<file path="src/rtl/nbj_next_pc_unit.sv">
// Next-PC / cut stage: picks the first taken lane of a fetch packet and emits the next fetch PC
// plus a keep-mask on a registered valid/ready port; back-end redirects preempt it. Option: NBJ_PERF_CNT_EN.
module nbj_next_pc_unit #(
    parameter int LANES = 10,
    parameter int ADDR_W = 32,
    parameter int TYPE_W = 3,
    parameter int INST_BYTES = 4,
    parameter logic [ADDR_W-1:0] RESET_PC = '0,
    parameter int CNT_W = $clog2(LANES + 1)
) (
    input  logic                             clk,
    input  logic                             rst,
    input  logic                             i_frontValid,
    output logic                             o_frontReady,
    input  logic [LANES-1:0]                 i_jumpMask,
    input  logic [CNT_W-1:0]                 i_alignedInstructionNumber,
    input  logic [ADDR_W-1:0]                i_currentPc,
    input  logic [LANES*(TYPE_W+ADDR_W)-1:0] i_typeAndAddressTableBus,
    input  logic                             i_correctValid,
    input  logic [ADDR_W-1:0]                i_correctPc,
    input  logic [$clog2(LANES)-1:0]         i_correctPcIndex,
    input  logic                             i_correctType,
    output logic                             o_outValid,
    input  logic                             i_outReady,
    output logic [ADDR_W-1:0]                o_nextPc,
    output logic [LANES-1:0]                 o_cutPosition,
    output logic                             o_clear,
`ifdef NBJ_PERF_CNT_EN
    output logic [31:0]                      o_takenCount,
    output logic [31:0]                      o_redirectCount,
`endif
    output logic [1:0]                       o_debugState
);

    localparam int LANE_W = TYPE_W + ADDR_W;

    typedef enum logic [1:0] {IDLE, HOLD, REDIR} state_t;

    state_t            state, stateNext;
    logic [ADDR_W-1:0] nextPcReg, nextPcNext;
    logic [LANES-1:0]  cutReg, cutNext;
    logic              takenReg, takenNext;

    logic [CNT_W-1:0]  laneCount;
    logic [TYPE_W-1:0] laneType;
    logic              foundTaken;
    logic [ADDR_W-1:0] normalPc;
    logic [LANES-1:0]  normalCut;
    logic [ADDR_W-1:0] redirPc;
    logic [LANES-1:0]  redirCut;
    logic              newBeat;

    // Handshake: the front packet transfers on a cycle where i_frontValid && o_frontReady at the
    // rising edge; the output beat transfers where o_outValid && i_outReady, and holds until then.
    assign o_frontReady = !i_correctValid && ((state == IDLE) || ((state == HOLD) && i_outReady));
    assign newBeat = i_frontValid && o_frontReady && (i_alignedInstructionNumber != '0);

    // Scan from the top lane downwards so the lowest qualifying lane is the one left standing.
    always_comb begin
        laneCount  = (i_alignedInstructionNumber > CNT_W'(LANES)) ? CNT_W'(LANES)
                                                                  : i_alignedInstructionNumber;
        laneType   = '0;
        foundTaken = 1'b0;
        normalPc   = i_currentPc + ADDR_W'(INST_BYTES) * ADDR_W'(laneCount);
        normalCut  = '0;
        for (int k = 0; k < LANES; k++) normalCut[k] = (k < int'(laneCount));
        for (int k = LANES - 1; k >= 0; k--) begin
            laneType = i_typeAndAddressTableBus[k*LANE_W+ADDR_W +: TYPE_W];
            if (i_jumpMask[k] && (k < int'(laneCount)) &&
                ((laneType == TYPE_W'(1)) || (laneType == TYPE_W'(2)) || (laneType == TYPE_W'(4)))) begin
                foundTaken = 1'b1;
                normalPc   = i_typeAndAddressTableBus[k*LANE_W +: ADDR_W];
                for (int j = 0; j < LANES; j++) normalCut[j] = (j <= k);
            end
        end
    end

    always_comb begin
        redirPc  = i_correctType ? i_correctPc : i_correctPc + ADDR_W'(INST_BYTES);
        redirCut = '0;
        for (int k = 0; k < LANES; k++) redirCut[k] = (k <= int'(i_correctPcIndex));
    end

    always_comb begin
        stateNext  = state;
        nextPcNext = nextPcReg;
        cutNext    = cutReg;
        takenNext  = takenReg;
        if (i_correctValid) begin
            stateNext  = REDIR;
            nextPcNext = redirPc;
            cutNext    = redirCut;
            takenNext  = 1'b0;
        end else if (newBeat) begin
            stateNext  = HOLD;
            nextPcNext = normalPc;
            cutNext    = normalCut;
            takenNext  = foundTaken;
        end else if ((state != IDLE) && i_outReady) begin
            stateNext = IDLE;
        end
    end

    always_ff @(posedge clk) begin
        if (!rst) begin
            state     <= IDLE;
            nextPcReg <= RESET_PC;
            cutReg    <= '0;
            takenReg  <= 1'b0;
        end else begin
            state     <= stateNext;
            nextPcReg <= nextPcNext;
            cutReg    <= cutNext;
            takenReg  <= takenNext;
        end
    end

    assign o_outValid    = (state != IDLE);
    assign o_clear       = (state == REDIR);
    assign o_nextPc      = nextPcReg;
    assign o_cutPosition = cutReg;
    assign o_debugState  = state;

`ifdef NBJ_PERF_CNT_EN
    always_ff @(posedge clk) begin
        if (!rst) begin
            o_takenCount    <= '0;
            o_redirectCount <= '0;
        end else if (o_outValid && i_outReady) begin
            if ((state == HOLD) && takenReg && (o_takenCount != '1))
                o_takenCount <= o_takenCount + 32'd1;
            if ((state == REDIR) && (o_redirectCount != '1))
                o_redirectCount <= o_redirectCount + 32'd1;
        end
    end
`endif

endmodule

</file>
<file path="config.mk">
export PLATFORM = sky130hd
export DESIGN_NAME = nbj_next_pc_unit
export DESIGN_NICKNAME = d
export VERILOG_FILES = /design/src/rtl/nbj_next_pc_unit.sv
export SDC_FILE = /design/constraint.sdc
export NUM_CORES = 1
export LEC_CHECK = 0
export ABC_AREA = 1
export CAP_MARGIN = 15
export CORE_AREA = 2 2 190 192
export DETAILED_ROUTE_END_ITERATION = 7
export DIE_AREA = 0 0 192 194
export GPL_ROUTABILITY_DRIVEN = 0
export PLACE_DENSITY_LB_ADDON = 0.15
export SLEW_MARGIN = 20
export SYNTH_ARGS = -nofsm -noshare
export SYNTH_HDL_FRONTEND = slang
export SYNTH_SLANG_ARGS = --single-unit
</file>
<file path="constraint.sdc">
create_clock -name clk -period 4.19 [get_ports clk]
set_input_delay 1.257 -clock clk [delete_from_list [all_inputs] [get_ports clk]]
set_output_delay 1.257 -clock clk [all_outputs]
set_load 0.05 [all_outputs]
</file>
==> metrics.yaml <==
place:
  pre_cts_slack_ns: -0.285
  hpwl_um: 41900
  place.port_buffers: 484
  place_inst: 2457
cts:
  post_cts_resize_count: 0
  cts_hold_buf: 0
  numClockSinks: 44
  insertion_delay_ns: 0.29
  cts_tree: "done"
  cts_setup_buffers: 0
  htreeDepth: 2
  cts.path.max_buffers: 2
  cts_root_buf: "clkbuf_16"
  cts-buffers-inserted: 5
  clk_pin_slew_ns: 0.07
setup_path:
  arrival_ns: 4.18
  startpoint: "i_alignedInstructionNumber[1]"
  cp.buffers_inverters: 3
  path_cells: "clkdlybuf4s50_1, inv_2, nand2_4, a21oi_1, ha_2, inv_1, fa_2, nor2_4, nand2_1, nand2_2, nand4_1, nand2_1, nand2_1, nor2_1, o21ai_0, nand2_1, nand2_1, nand2_1, nand2_1, nand2_1, nand2_1, nand2_1, a21oi_1"
  r2r_start: "o_debugState[1]$_SDFFE_PN0P_"
  rr_endpoint: "o_nextPc[18]$_SDFFE_PN0P_"
  setup.worst_path.end: "o_nextPc[22]$_SDFFE_PN0P_"
  critPathTopFamily: "simple AND/OR/NAND/NOR gates"
  cp_common_cell: "nand2_1"
  cp.required_ns: 4.37
  path_max_fanout: 5
  path_class: "input port to flip-flop"
  end_kind: "flip-flop"
  slowest_stage: "clkdlybuf4s50_1"
  r2r_slack_ns: 2.11
  critPathLaunchType: "input port"
  crit_cells: 23
  reg2reg_depth: 11
  cpPeakStageDelay_ns: 0.45
timing:
  finalCritPeriodShare: 0.955
  hold_violations: 0
  tightest_slew_ns: 0.697
  relSlewSlack: 0.532
  clock_skew_ns: 0.00560
  setup_viol: 0
  final.setup.worst_slack_ns: 0.187
  slew_viol_final: 0
  rsz0062_at_grt: "true"
  fmax_mhz: 250
  fin_crit_ns: 4.00
  setup_tns_ns: 0
logic_synthesis:
  synth_cell_types: 55
  synth_fa_ha_area_frac: 0.0107
  synth_compound_area_frac: 0.247
  synthCells: 1518
  syn_area_per_cell_sq_um: 5.09
  synth_xor_area_frac: 0.0261
  yosysTopAreaCell: "nand2_1"
  synth.area.top_cells: "nand2_1 (24%), dfxtp_1 (11%), nor2_1 (11%)"
  ys_ff_latch: 44
  ys_warn_count: 0
  synth_simple_gate_area_share: 0.480
  synth_top_area_frac: 0.237
  synth_top_family_by_area: "simple AND/OR/NAND/NOR gates"
  synthMuxAreaShare: 0
  netlist_area_sq_um: 7730
  synth_nets: 1962
  yosysSeqAreaShare: 0.114
die:
  die-area_sq_um: 37200
  die_y_um: 194
  initial_core_util: 0.219
  ios: 485
  rows: 69
  core_area_sq_um: 35200
  die_w_um: 192
pwr:
  power_density_nw_per_um2: 196
  comb_power_share: 0.623
  ir_worst_vdd_mv: 0.147
  p_clk_frac: 0.197
  intPower_w: 0.00153
  swShare: 0.424
  total_power_w: 0.00266
  leakage_nw: 6.09
  share_seq_of_total_power: 0.181
  p_sw_w: 0.00113
global_routing:
  grt_max_degree: 59
  use_met3: 0.0458
  grt_pass1_vias: 11600
  grt.total_usage: 0.255
  grtUsageMet2: 0.442
  grt_pass1_wl_um: 71000
  grt_use_met1: 0.320
  antenna_found_initial: 10
  grt_overflow: 0
  top_usage_layer: "met2"
outcome:
  status: "finished, final reports clean"
route:
  dr_total_vias: 11700
  ant_nets: 0
  post_drt_wl_per_cell_um: 20.1
  drt-total-wl_um: 49600
  drt_iter0_markers: 829
  drc: 0
  viasPerCell: 4.73
  drt-pass1-iter-count: 5
layout:
  nets: 2447
  layout.cells.non_filler: 2472
  syn_to_final_growth_pct: 76.1
  layout_commonest_cell: "nand2_1"
  fin_util: 0.386
  mostFrequentLayoutCells: "nand2_1 (487), clkdlybuf4s50_1 (483), nor2_1 (229)"
  drive_gt1_frac: 0.0779
worst_hold_path:
  hold_class: "flip-flop to flip-flop"
job:
  maxCapViolCount: 0
-- cell usage after synthesis, drive strengths merged --
cell type,instances
fa,1
nor3,19
nor4,5
dfxtp,44
nand3,57
a211oi,12
or3,1
nor3b,2
a21boi,2
or2,22
clkbuf,34
xor2,12
o211ai,8
o221ai,6
ha,5
inv,158
clkinv,2
nand2,499
xnor2,11
o21ai,146
nand4,18
nor2,243
a31oi,13
a221o,1
a21oi,130
o31ai,3
a221oi,7
o21a,4
buf,37
nand3b,9
o21bai,7
-- kinds of logic after synthesis --
kind of cell	Yosys count
AO/OA/AOI/OAI	339
adder cells (fa/ha/maj)	6
AND/OR/NAND/NOR	875
XOR/XNOR	23
flip-flops	44
buffers and inverters	231
-- through the flow --
stage          hold slack (ns)  area [sq um]
2_1_floorplan            0.706          7730
3_3_place_gp             0.470         13400
3_5_place_dp             0.470         13400
4_1_cts                  0.491         13600
5_1_grt                  0.525         13600
6_report                 0.484         13600
-- power by group through the flow --
stage                     Sequential (W)  Clock, W  Combinational, W
final                           0.000481  0.000524           0.00166
after global routing            0.000486  0.000553           0.00180
after CTS                       0.000481  0.000536           0.00167
after detailed placement        0.000490         0           0.00166
after global placement          0.000490         0           0.00166
after floorplan                 0.000627         0          0.000616
-- layout make-up --
class                           instances  area, sq um
Antenna cell                            8         20.0
Clock buffer                            5          125
Clock inverter                          2         60.1
Fill cell                            3959        21600
Inverter                              160          601
Multi-Input combinational cell       1243         5920
Sequential cell                        44          881
Tap cell                              461          577
Timing Repair Buffer                  549         5430
-- worst min path at each step --
stage / from / endpoint / slack [ns] / depth (start not counted)
finish: o_cutPosition[0]$_SDFFE_PN0P_ / o_cutPosition[0]$_SDFFE_PN0P_ / 0.48 / 2
global route: o_cutPosition[8]$_SDFFE_PN0P_ / o_cutPosition[8]$_SDFFE_PN0P_ / 0.52 / 2
CTS: o_cutPosition[0]$_SDFFE_PN0P_ / o_cutPosition[0]$_SDFFE_PN0P_ / 0.49 / 2
detailed placement: o_cutPosition[0]$_SDFFE_PN0P_ / o_cutPosition[0]$_SDFFE_PN0P_ / 0.47 / 2
global placement: o_cutPosition[0]$_SDFFE_PN0P_ / o_cutPosition[0]$_SDFFE_PN0P_ / 0.47 / 2
floorplan: o_cutPosition[2]$_SDFFE_PN0P_ / o_cutPosition[2]$_SDFFE_PN0P_ / 0.71 / 2
-- sequential cells by signal (all words and copies together), names as in the netlist --
signal / cells
o_debugState: 2
o_cutPosition: 10
o_nextPc: 32
-- worst reg2reg max path, cell delays in order (launching register included) --
cell and delay, ns:
dfxtp_1 0.33, nor2_1 0.13, o21ai_0 0.10, inv_1 0.12, nand2_1 0.07, nor2_1 0.19
nor2_2 0.06, inv_1 0.10, buf_12 0.23, nand2_1 0.15, a21oi_1 0.36, a21oi_1 0.12
-- routing by layer --
layer / vias up / share of wire / routed length, um
met5: - / 0.00026 / 13
met4: 2 / 0.028 / 1370
met3: 64 / 0.083 / 4140
met2: 535 / 0.47 / 23600
met1: 5213 / 0.41 / 20600
li1: 5870 / - / -
Note: power is estimated with default switching activity, not from simulation.
